### src/rtl/hazard_control_unit_if.sv
// Bundle of the ID-stage hazard inputs and the pipeline-register control
// outputs of hazard_control_unit.
//   master : pipeline side, drives hazard inputs and observes control outputs
//   slave  : hazard_control_unit itself
// Handshake: none; every signal is sampled and produced every cycle. Control
// outputs are a same-cycle function of the inputs and the registered state.
interface hazard_control_unit_if;
  logic [4:0] id_rs1;
  logic [4:0] id_rs2;
  logic       id_use_rs1;
  logic       id_use_rs2;
  logic       id_is_halt;
  logic [4:0] id_ex_rd;
  logic       id_ex_RW;
  logic       id_ex_mem_read;
  logic [4:0] ex_mem_rd;
  logic       ex_mem_RW;
  logic [4:0] mem_wb_rd;
  logic       mem_wb_RW;
  logic       ex_is_mul;
  logic       ex_branch_taken;

  logic       pc_write;
  logic       if_id_write;
  logic       id_ex_write;
  logic       if_id_flush;
  logic       id_ex_bubble;
  logic       ex_mem_bubble;
  logic       is_halted;
  logic [1:0] dbg_state;

  modport master (
    output id_rs1, id_rs2, id_use_rs1, id_use_rs2, id_is_halt,
           id_ex_rd, id_ex_RW, id_ex_mem_read, ex_mem_rd, ex_mem_RW,
           mem_wb_rd, mem_wb_RW, ex_is_mul, ex_branch_taken,
    input  pc_write, if_id_write, id_ex_write, if_id_flush,
           id_ex_bubble, ex_mem_bubble, is_halted, dbg_state
  );

  modport slave (
    input  id_rs1, id_rs2, id_use_rs1, id_use_rs2, id_is_halt,
           id_ex_rd, id_ex_RW, id_ex_mem_read, ex_mem_rd, ex_mem_RW,
           mem_wb_rd, mem_wb_RW, ex_is_mul, ex_branch_taken,
    output pc_write, if_id_write, id_ex_write, if_id_flush,
           id_ex_bubble, ex_mem_bubble, is_halted, dbg_state
  );
endinterface

### src/rtl/hazard_control_unit.sv
// Pipeline sequencing controller for the 5-stage RV32 core. Decides each
// cycle whether PC, IF/ID and ID/EX advance, hold or take a bubble: RAW
// stalls, taken-branch flushes, multi-cycle EX multiply and halt drain.
// Optional feature macro: FORWARDING_EN -- when defined only load-use
// hazards stall; otherwise any in-flight writer of a source register stalls.
// dbg_state exposes the FSM state (0 RUN, 1 MUL_BUSY, 2 DRAIN, 3 HALTED).
module hazard_control_unit #(
  parameter int MUL_LATENCY  = 4,
  parameter int DRAIN_CYCLES = 3
) (
  input  logic                  clk,
  input  logic                  reset_n,
  hazard_control_unit_if.slave  bus
);

  localparam int MAX_CNT = (MUL_LATENCY > DRAIN_CYCLES) ? MUL_LATENCY : DRAIN_CYCLES;
  localparam int CW      = (MAX_CNT < 2) ? 1 : $clog2(MAX_CNT + 1);
  localparam logic [CW-1:0] MUL_INIT   = CW'(MUL_LATENCY - 2);
  localparam logic [CW-1:0] DRAIN_INIT = CW'(DRAIN_CYCLES - 1);

  typedef enum logic [1:0] {
    RUN      = 2'd0,
    MUL_BUSY = 2'd1,
    DRAIN    = 2'd2,
    HALTED   = 2'd3
  } state_t;

  state_t        r_state;
  logic [CW-1:0] r_cnt;

  logic w_match_ex_rs1, w_match_ex_rs2;
  logic w_raw;
  logic w_pc_write, w_if_id_write, w_id_ex_write;
  logic w_if_id_flush, w_id_ex_bubble, w_ex_mem_bubble, w_is_halted;

  // Source operand compare against the EX-stage destination; x0 never matches.
  assign w_match_ex_rs1 = bus.id_use_rs1 && (bus.id_rs1 != 5'd0) && (bus.id_ex_rd == bus.id_rs1);
  assign w_match_ex_rs2 = bus.id_use_rs2 && (bus.id_rs2 != 5'd0) && (bus.id_ex_rd == bus.id_rs2);

`ifdef FORWARDING_EN
  // Only a load in EX cannot be forwarded in time; everything else bypasses.
  assign w_raw = bus.id_ex_mem_read && bus.id_ex_RW && (w_match_ex_rs1 || w_match_ex_rs2);
`else
  logic w_match_mem, w_match_wb;
  // Without bypassing, any older writer still in flight (including WB, since
  // the register file has no write-through) blocks the read in ID.
  assign w_match_mem = bus.ex_mem_RW &&
    ((bus.id_use_rs1 && (bus.id_rs1 != 5'd0) && (bus.ex_mem_rd == bus.id_rs1)) ||
     (bus.id_use_rs2 && (bus.id_rs2 != 5'd0) && (bus.ex_mem_rd == bus.id_rs2)));
  assign w_match_wb = bus.mem_wb_RW &&
    ((bus.id_use_rs1 && (bus.id_rs1 != 5'd0) && (bus.mem_wb_rd == bus.id_rs1)) ||
     (bus.id_use_rs2 && (bus.id_rs2 != 5'd0) && (bus.mem_wb_rd == bus.id_rs2)));
  assign w_raw = (bus.id_ex_RW && (w_match_ex_rs1 || w_match_ex_rs2)) || w_match_mem || w_match_wb;
`endif

  // State and counter update; reset drops straight back to RUN.
  always_ff @(posedge clk or negedge reset_n) begin
    if (!reset_n) begin
      r_state <= RUN;
      r_cnt   <= '0;
    end else begin
      case (r_state)
        RUN: begin
          if (bus.ex_is_mul) begin
            r_state <= MUL_BUSY;
            r_cnt   <= MUL_INIT;
          end else if (bus.ex_branch_taken || w_raw) begin
            r_state <= RUN;
          end else if (bus.id_is_halt) begin
            // The acceptance cycle itself is the first drain cycle.
            if (DRAIN_CYCLES == 1) begin
              r_state <= HALTED;
              r_cnt   <= '0;
            end else begin
              r_state <= DRAIN;
              r_cnt   <= DRAIN_INIT;
            end
          end
        end
        MUL_BUSY: begin
          if (r_cnt == '0) begin
            r_state <= RUN;
          end else begin
            r_cnt <= r_cnt - 1'b1;
          end
        end
        DRAIN: begin
          // Leave on the count that makes is_halted rise exactly
          // DRAIN_CYCLES cycles after acceptance.
          if (r_cnt <= CW'(1)) begin
            r_state <= HALTED;
            r_cnt   <= '0;
          end else begin
            r_cnt <= r_cnt - 1'b1;
          end
        end
        default: r_state <= HALTED;
      endcase
    end
  end

  // Pipeline-register controls from current state plus same-cycle hazards.
  always_comb begin
    w_pc_write      = 1'b1;
    w_if_id_write   = 1'b1;
    w_id_ex_write   = 1'b1;
    w_if_id_flush   = 1'b0;
    w_id_ex_bubble  = 1'b0;
    w_ex_mem_bubble = 1'b0;
    w_is_halted     = 1'b0;
    case (r_state)
      RUN: begin
        if (bus.ex_is_mul) begin
          w_pc_write      = 1'b0;
          w_if_id_write   = 1'b0;
          w_id_ex_write   = 1'b0;
          w_ex_mem_bubble = 1'b1;
        end else if (bus.ex_branch_taken) begin
          // Wrong-path instructions in IF/ID and ID are discarded.
          w_if_id_flush  = 1'b1;
          w_id_ex_bubble = 1'b1;
        end else if (w_raw || bus.id_is_halt) begin
          w_pc_write     = 1'b0;
          w_if_id_write  = 1'b0;
          w_id_ex_bubble = 1'b1;
        end
      end
      MUL_BUSY: begin
        // Counter zero is the last multiply cycle: result moves on normally.
        if (r_cnt != '0) begin
          w_pc_write      = 1'b0;
          w_if_id_write   = 1'b0;
          w_id_ex_write   = 1'b0;
          w_ex_mem_bubble = 1'b1;
        end
      end
      DRAIN: begin
        w_pc_write     = 1'b0;
        w_if_id_write  = 1'b0;
        w_id_ex_bubble = 1'b1;
      end
      default: begin
        w_pc_write      = 1'b0;
        w_if_id_write   = 1'b0;
        w_id_ex_write   = 1'b0;
        w_if_id_flush   = 1'b1;
        w_id_ex_bubble  = 1'b1;
        w_ex_mem_bubble = 1'b1;
        w_is_halted     = 1'b1;
      end
    endcase
  end

  assign bus.pc_write      = w_pc_write;
  assign bus.if_id_write   = w_if_id_write;
  assign bus.id_ex_write   = w_id_ex_write;
  assign bus.if_id_flush   = w_if_id_flush;
  assign bus.id_ex_bubble  = w_id_ex_bubble;
  assign bus.ex_mem_bubble = w_ex_mem_bubble;
  assign bus.is_halted     = w_is_halted;
  assign bus.dbg_state     = r_state;

endmodule

### src/flat_wrapper.sv
// flat-port wrapper written by rule: the top's interface ports become plain ports
module hazard_control_unit_flat 
#(
  parameter int MUL_LATENCY  = 4,
  parameter int DRAIN_CYCLES = 3
)
  (clk, reset_n, bus_id_rs1, bus_id_rs2, bus_id_use_rs1, bus_id_use_rs2, bus_id_is_halt, bus_id_ex_rd, bus_id_ex_RW, bus_id_ex_mem_read, bus_ex_mem_rd, bus_ex_mem_RW, bus_mem_wb_rd, bus_mem_wb_RW, bus_ex_is_mul, bus_ex_branch_taken, bus_pc_write, bus_if_id_write, bus_id_ex_write, bus_if_id_flush, bus_id_ex_bubble, bus_ex_mem_bubble, bus_is_halted, bus_dbg_state);
  hazard_control_unit_if bus_i ();
  input  logic clk;
  input  logic reset_n;
  input wire logic [$bits(bus_i.id_rs1)-1:0] bus_id_rs1;
  input wire logic [$bits(bus_i.id_rs2)-1:0] bus_id_rs2;
  input wire logic [$bits(bus_i.id_use_rs1)-1:0] bus_id_use_rs1;
  input wire logic [$bits(bus_i.id_use_rs2)-1:0] bus_id_use_rs2;
  input wire logic [$bits(bus_i.id_is_halt)-1:0] bus_id_is_halt;
  input wire logic [$bits(bus_i.id_ex_rd)-1:0] bus_id_ex_rd;
  input wire logic [$bits(bus_i.id_ex_RW)-1:0] bus_id_ex_RW;
  input wire logic [$bits(bus_i.id_ex_mem_read)-1:0] bus_id_ex_mem_read;
  input wire logic [$bits(bus_i.ex_mem_rd)-1:0] bus_ex_mem_rd;
  input wire logic [$bits(bus_i.ex_mem_RW)-1:0] bus_ex_mem_RW;
  input wire logic [$bits(bus_i.mem_wb_rd)-1:0] bus_mem_wb_rd;
  input wire logic [$bits(bus_i.mem_wb_RW)-1:0] bus_mem_wb_RW;
  input wire logic [$bits(bus_i.ex_is_mul)-1:0] bus_ex_is_mul;
  input wire logic [$bits(bus_i.ex_branch_taken)-1:0] bus_ex_branch_taken;
  output wire logic [$bits(bus_i.pc_write)-1:0] bus_pc_write;
  output wire logic [$bits(bus_i.if_id_write)-1:0] bus_if_id_write;
  output wire logic [$bits(bus_i.id_ex_write)-1:0] bus_id_ex_write;
  output wire logic [$bits(bus_i.if_id_flush)-1:0] bus_if_id_flush;
  output wire logic [$bits(bus_i.id_ex_bubble)-1:0] bus_id_ex_bubble;
  output wire logic [$bits(bus_i.ex_mem_bubble)-1:0] bus_ex_mem_bubble;
  output wire logic [$bits(bus_i.is_halted)-1:0] bus_is_halted;
  output wire logic [$bits(bus_i.dbg_state)-1:0] bus_dbg_state;
  assign bus_i.id_rs1 = bus_id_rs1;
  assign bus_i.id_rs2 = bus_id_rs2;
  assign bus_i.id_use_rs1 = bus_id_use_rs1;
  assign bus_i.id_use_rs2 = bus_id_use_rs2;
  assign bus_i.id_is_halt = bus_id_is_halt;
  assign bus_i.id_ex_rd = bus_id_ex_rd;
  assign bus_i.id_ex_RW = bus_id_ex_RW;
  assign bus_i.id_ex_mem_read = bus_id_ex_mem_read;
  assign bus_i.ex_mem_rd = bus_ex_mem_rd;
  assign bus_i.ex_mem_RW = bus_ex_mem_RW;
  assign bus_i.mem_wb_rd = bus_mem_wb_rd;
  assign bus_i.mem_wb_RW = bus_mem_wb_RW;
  assign bus_i.ex_is_mul = bus_ex_is_mul;
  assign bus_i.ex_branch_taken = bus_ex_branch_taken;
  assign bus_pc_write = bus_i.pc_write;
  assign bus_if_id_write = bus_i.if_id_write;
  assign bus_id_ex_write = bus_i.id_ex_write;
  assign bus_if_id_flush = bus_i.if_id_flush;
  assign bus_id_ex_bubble = bus_i.id_ex_bubble;
  assign bus_ex_mem_bubble = bus_i.ex_mem_bubble;
  assign bus_is_halted = bus_i.is_halted;
  assign bus_dbg_state = bus_i.dbg_state;
  hazard_control_unit #(.MUL_LATENCY(MUL_LATENCY), .DRAIN_CYCLES(DRAIN_CYCLES)) u_core (.clk(clk), .reset_n(reset_n), .bus(bus_i));
endmodule
### config.mk
export PLATFORM = sky130hd
export DESIGN_NAME = hazard_control_unit_flat
export DESIGN_NICKNAME = d
export VERILOG_FILES = /design/src/rtl/hazard_control_unit_if.sv /design/src/rtl/hazard_control_unit.sv /design/src/flat_wrapper.sv
export SDC_FILE = /design/constraint.sdc
export NUM_CORES = 1
export LEC_CHECK = 0
export ABC_AREA = 1
export BUFFER_PORTS_ARGS = -buffer_cell sky130_fd_sc_hd__buf_2
export CAP_MARGIN = 10
export CELL_PAD_IN_SITES_DETAIL_PLACEMENT = 0
export CELL_PAD_IN_SITES_GLOBAL_PLACEMENT = 1
export CORE_ASPECT_RATIO = 1.4
export CORE_MARGIN = 2
export CORE_UTILIZATION = 30
export DETAILED_ROUTE_END_ITERATION = 8
export GPL_ROUTABILITY_DRIVEN = 1
export GPL_TIMING_DRIVEN = 0
export PLACE_DENSITY = 0.76
export SETUP_SLACK_MARGIN = 0.15
export SLEW_MARGIN = 20
export SYNTH_ARGS = -nofsm -noshare
export SYNTH_HDL_FRONTEND = slang
export SYNTH_SLANG_ARGS = --single-unit
### constraint.sdc
create_clock -name clk -period 1.8 [get_ports clk]
set_input_delay 0.18 -clock clk [delete_from_list [all_inputs] [get_ports clk]]
set_output_delay 0.18 -clock clk [all_outputs]
set_load 0.02 [all_outputs]
Word-level counts from Yosys, hierarchy flattened
Cells that the tools add are included.
{"block": "totals", "latchBits": 0, "reg_bits": 5, "mem_count": 0, "mem_bits_ro": 0, "mem_bits_rw": 0, "inputBits": 36}
{"block": "classes", "div": 0, "n_shift": 0, "n_addsub": 1, "n_reduce_logical": 28, "muxes": 30, "n_eq_ne": 14, "bitwise": 0, "mul": 0, "n_lt_le_gt_ge": 1}
{"operator": "== test 5 bit", "count": 6}
{"operator": "two-way mux 3 bit", "count": 5}
{"operator": "two-way mux 1 bit", "count": 13}
{"operator": "logical AND 1 bit", "count": 11}
{"operator": "two-way mux 2 bit", "count": 5}
{"operator": "nonzero test 5 bit", "count": 2}
{"operator": "one-hot mux 3 bit (3 select lines)", "count": 1}
{"operator": "logical OR 1 bit", "count": 7}
{"operator": "inequality test 3 bit, second input constant", "count": 2}
{"operator": "one-hot mux 1 bit (2 select lines)", "count": 3}
{"operator": "one-hot mux 1 bit (3 select lines)", "count": 2}
{"operator": "one-hot mux 2 bit (3 select lines)", "count": 1}
{"operator": "nonzero test 3 bit", "count": 2}
{"operator": "inequality test 2 x 1 -> 1 bit, second input constant", "count": 2}
{"operator": "inequality test 4 x 3 -> 1 bit, second input constant", "count": 1}
{"operator": "AND reduction 4 bit", "count": 1}
{"operator": "<= comparator 3 x 1 -> 1 bit, second input constant", "count": 1}
{"operator": "zero test 3 bit", "count": 1}
{"operator": "AND reduction 3 bit", "count": 1}
{"operator": "OR reduction 3 bit", "count": 1}
{"operator": "subtractor 3 x 1 -> 3 bit, second input constant", "count": 1}
{"operator": "== test 2 x 1 -> 1 bit, second input constant", "count": 1}
{"operator": "== test 2 bit, second input constant", "count": 1}
{"operator": "zero test 2 bit", "count": 1}
{"operator": "2 further kinds", "count": 2}

Logic depth before layout (Yosys ltp)
{"block": "depth", "word_depth": 12, "mapped_depth": 14, "mapped_depth_nobuf": 14}

Worst setup path before layout
No wires, ideal clock.
{"block": "synth_timing", "kind": "register to output", "from": "reg u_core.r_state[0] (netlist: u_core.bus.dbg_state[0])", "to": "out bus_pc_write", "path_stages_with_launch": 10, "t_required_ps": 1620, "path_slack_ps": -230, "arrival_ps": 1850, "path_buffers": 1, "path_cell_list": "dfrtp_1 > inv_1 > ha_1 > inv_1 > nor2_1 > inv_1 > nor2_1 > nand2_1 > o211ai_1 > buf_4"}
{"block": "synth_between", "elab_chain_cells": 2, "elab_cells_between_ends": 3, "classes_between": "eq/ne: 1; mux: 1; reduce/logical: 1"}
{"element": "from (decl)", "line": "hazard_control_unit.sv:28", "text": "state_t r_state;"}
{"element": "from (signal assigned)", "line": "hazard_control_unit.sv:59", "text": "r_state <= RUN;"}
{"element": "from (signal assigned)", "line": "hazard_control_unit.sv:65", "text": "r_state <= MUL_BUSY;"}
{"element": "from (signal assigned)", "line": "hazard_control_unit.sv:68", "text": "r_state <= RUN;"}
{"element": "== test 2 x 1 -> 1 bit / zero test 2 bit (equally long branches)"}
{"element": "one-hot mux 1 bit (2 select lines) *"}
{"element": "to (decl)", "line": "flat_wrapper.sv:25", "text": "output wire logic [$bits(bus_i.pc_write)-1:0] bus_pc_write;"}
Every way passes the cells marked *; elsewhere a longest branch is shown, timed or not.

Worst setup path after layout
{"block": "layout_timing", "from": "reg u_core.r_state[0] (netlist: u_core.bus.dbg_state[0])", "to": "out bus_pc_write"}
{"block": "layout_between", "elab_chain_cells": 2, "elab_cells_between_ends": 3, "classes_between": "eq/ne: 1; mux: 1; reduce/logical: 1"}
{"element": "== test 2 x 1 -> 1 bit / zero test 2 bit (equally long branches)", "line": "hazard_control_unit.sv:111", "text": "case (r_state)"}
{"element": "one-hot mux 1 bit (2 select lines) *", "line": "hazard_control_unit.sv:111"}
Marked as above.

==> results.sh <==
export IMPL_endpoint_kind="output port"
export IMPL_synth_top_family_by_area="simple AND/OR/NAND/NOR gates"
export IMPL_synthAdderAreaFrac=0.0882
export IMPL_worstMarginPinSlew_ns=0.210
export IMPL_yosysWarnings=0
export IMPL_yosysTopAreaCell="nand2_1"
export IMPL_swShare=0.496
export IMPL_ir_worst_vdd_mv=0.890
export IMPL_synth_edf_count=0
export IMPL_via_count=1209
export IMPL_crit_path_frequent_cell="inv_2"
export IMPL_post_drt_wl_per_cell_um=10.9
export IMPL_combPwrFrac=0.780
export IMPL_ioPinCount=45
export IMPL_rsz0062_at_grt="true"
export IMPL_clockBufferDepth=2
export IMPL_yosys_mux_area_fraction=0
export IMPL_cap_violations=0
export IMPL_synth_compound_area_frac=0.0567
export IMPL_netlist_area_leader_share=0.196
export IMPL_worstPathCellList="inv_2 > ha_4 > inv_2 > nor2_4 > inv_2 > nor2_4 > nand2_1 > o211ai_1 > buf_4 > buf_6"
export IMPL_overflow=0
export IMPL_sequentialPowerShare=0.115
export IMPL_p_sw_uw=958
export IMPL_cts_root_buf="clkbuf_8"
export IMPL_htreeDepth=1
export IMPL_cts_tree="yes"
export IMPL_pwr_density_cell_nw_per_um2=1320
export IMPL_period_needed_ns=1.70
export IMPL_ys_ff_latch=5
export IMPL_cts_sinks=5
export IMPL_path_class="register to output port"
export IMPL_synth_distinct_cells=21
export IMPL_finalHoldViolations=0
export IMPL_routabilityCongestion=0.776
export IMPL_fin_nets=273
export IMPL_num_antenna_cells=0
export IMPL_drcViolationCount=0
export IMPL_critical_path_slowest_cell="dfrtp_2"
export IMPL_cts_clk_slew_worst_paths_ns=0.04
export IMPL_ant_nets=0
export IMPL_ys_top_cells_by_count="52 x nand2_1, 26 x inv_1, 21 x nor2_1"
export IMPL_area_growth_pct=47.0
export IMPL_yosysMostFrequentCell="nand2_1"
export IMPL_drt_iter0_drc=22
export IMPL_dieWidth_um=52.6
export IMPL_total_leakage_power_uw=0.000828
export IMPL_worstPathRequired_ns=1.62
export IMPL_rows=24
export IMPL_async_flop_share=1.00
export IMPL_synthesis_area_sq_um=993
export IMPL_clkLatencyLatePin_ns=0.21
export IMPL_hold_class="input port to async pin"
export IMPL_portBuffers=43
export IMPL_synth_seq_area_share=0.126
export IMPL_drive_gt1_frac=0.345
export IMPL_final_cell_area_sq_um=1460
export IMPL_worst_path_max_fanout=4
export IMPL_drv_slew=0
export IMPL_grt_max_degree=6
export IMPL_die_area_sq_um=3790
export IMPL_fin_tns_setup_ns=0
export IMPL_yosys_most_used_dff="dfrtp_1"
export IMPL_finalClockSkew_ns=0.000126
export IMPL_fmax_ghz=0.588
export IMPL_drt_wl_total_um=2920
export IMPL_power_frac_clock=0.105
export IMPL_first_global_vias=1199
export IMPL_grt_pass1_wl_um=4710
export IMPL_start_util=0.315
export IMPL_synth_xor_area_frac=0.194
export IMPL_status="finished clean"
export IMPL_antenna_found_initial=0
export IMPL_synth_area_leaders="nand2_1 20%, xor2_1 13%, dfrtp_1 13%, inv_1 9.8%, ha_1 8.8%"
export IMPL_cts_buffers=3
export IMPL_dp_hpwl_um=2430
export IMPL_drt_first_pass_iters=4
export IMPL_postSynthCellCount=170
export IMPL_slew_headroom=0.859
export IMPL_p_int_uw=974
export IMPL_setup_violations_final=0
export IMPL_synth_simple_area_share=0.429
export IMPL_rr_worst_depth=10
export IMPL_slowest_delay_ns=0.40
export IMPL_syn_num_nets=213
export IMPL_placed_cell_area_sq_um=1290
export IMPL_die_y_um=72.1
export IMPL_synth_area_per_cell_sq_um=5.84
export IMPL_critPathArrivalTime_ns=1.52
export IMPL_grt_usage=0.157
export IMPL_via_per_inst=4.51
export IMPL_worstSetupStartpointType="register"
export IMPL_fin_crit_sh=0.945
export IMPL_core_area_sq_um=3150
-- final cells by class --
type | count | area [sq um]
inverters | 26 | 97.6
plain buffers | 1 | 7.51
multi-input cells | 138 | 811
fillers | 361 | 1690
repair buffers | 55 | 323
clock buffers | 4 | 45.0
flip-flops and latches | 5 | 128
well taps | 39 | 48.8
-- state kept, by name, summed over array words and instances (netlist names) --
name and cells:
u_core.bus.dbg_state 2, u_core.r_cnt 3
-- cell usage in the layout, fill, tap and decap left out --
cell,instances
a21oi_1,3
nor2_1,18
nand3b_1,2
nand2_1,52
o21ai_0,4
o22ai_1,1
nor2_4,2
ha_4,1
a211oi_2,1
dfrtp_1,3
clkbuf_8,3
nor2_2,2
dlygate4sd3_1,1
xor2_1,15
inv_1,22
nor3_1,1
nand3_2,3
ha_2,1
clkbuf_1,1
dfrtp_2,2
or2_0,1
nand4_1,3
o211ai_1,1
buf_6,2
inv_2,4
nand3_1,10
buf_2,40
ha_1,5
xnor2_1,7
nand2_2,5
buf_4,13
-- power groups by stage --
stage               Clock, uW  Sequential (uW)  Combinational [uW]
floorplan                   0              255                 866
global placement            0              238                1260
detailed placement          0              241                1260
CTS                       207              219                1400
global route              220              227                1680
finish                    203              222                1510
-- path summary, 6_finish.rpt --
path | startpoint | endpoint | slack [ns]
worst max-delay path | u_core.bus.dbg_state[0]$_DFFE_PN0P_ | bus_pc_write | 0.1
worst min-delay path | reset_n | u_core.r_cnt[2]$_DFFE_PN0P_ | 0.34
worst max register to register | u_core.bus.dbg_state[0]$_DFFE_PN0P_ | u_core.r_cnt[1]$_DFFE_PN0P_ | 0.30
worst min register to register | u_core.r_cnt[1]$_DFFE_PN0P_ | u_core.r_cnt[1]$_DFFE_PN0P_ | 0.48
max in group asynchronous | reset_n | u_core.bus.dbg_state[1]$_DFFE_PN0P_ | 1.32
min in group clk | bus_ex_branch_taken | u_core.bus.dbg_state[0]$_DFFE_PN0P_ | 0.41
-- what timing repair did --
action                                  in CTS  in global routing
endpoints found under the setup margin       2                  7
pin swaps                                    3                  5
hold endpoints to repair                     5                  0
setup buffers                                7                  4
hold buffers                                 1                  0
resized for setup                            3                  7
-- worst max-delay path, delay by kind of cell (launching register included) --
kind            cells  cell delay [ns]
buf+inv             5             0.44
flops               1             0.40
simple gates        3             0.23
fa+ha+maj           1             0.14
compound gates      1             0.10
-- metal layers --
metal | vias up | GRT usage | part of all wire
li1 | 641 | - | -
met5 | - | 0 | 0
met1 | 536 | 0.156 | 0.38
met2 | 32 | 0.343 | 0.59
met3 | 0 | 0.0123 | 0.036
met4 | 0 | 0.00855 | 0
-- stage by stage --
stage / utilization / power (uW) / cells / hold slack (ns) / worst slack (ns)
6_report: 0.463 / 1930 / 268 / 0.336 / 0.0984
5_1_grt: 0.463 / 2130 / 268 / 0.342 / 0.0261
4_1_cts: 0.446 / 1830 / 264 / 0.311 / 0.107
3_5_place_dp: 0.408 / 1500 / 252 / 0.00189 / 0.0861
3_3_place_gp: 0.408 / 1500 / 252 / -0.00421 / 0.0836
2_1_floorplan: - / 1120 / 170 / -0.116 / 0.0163
-- kinds of logic after synthesis --
family	Yosys count
AOI/OAI and AO/OA	10
xor gates and xnor gates	22
adders and majority gates	7
buffers and inverters	27
DFF	5
and+or+nand+nor	99
(Power assumes the default switching activity.)
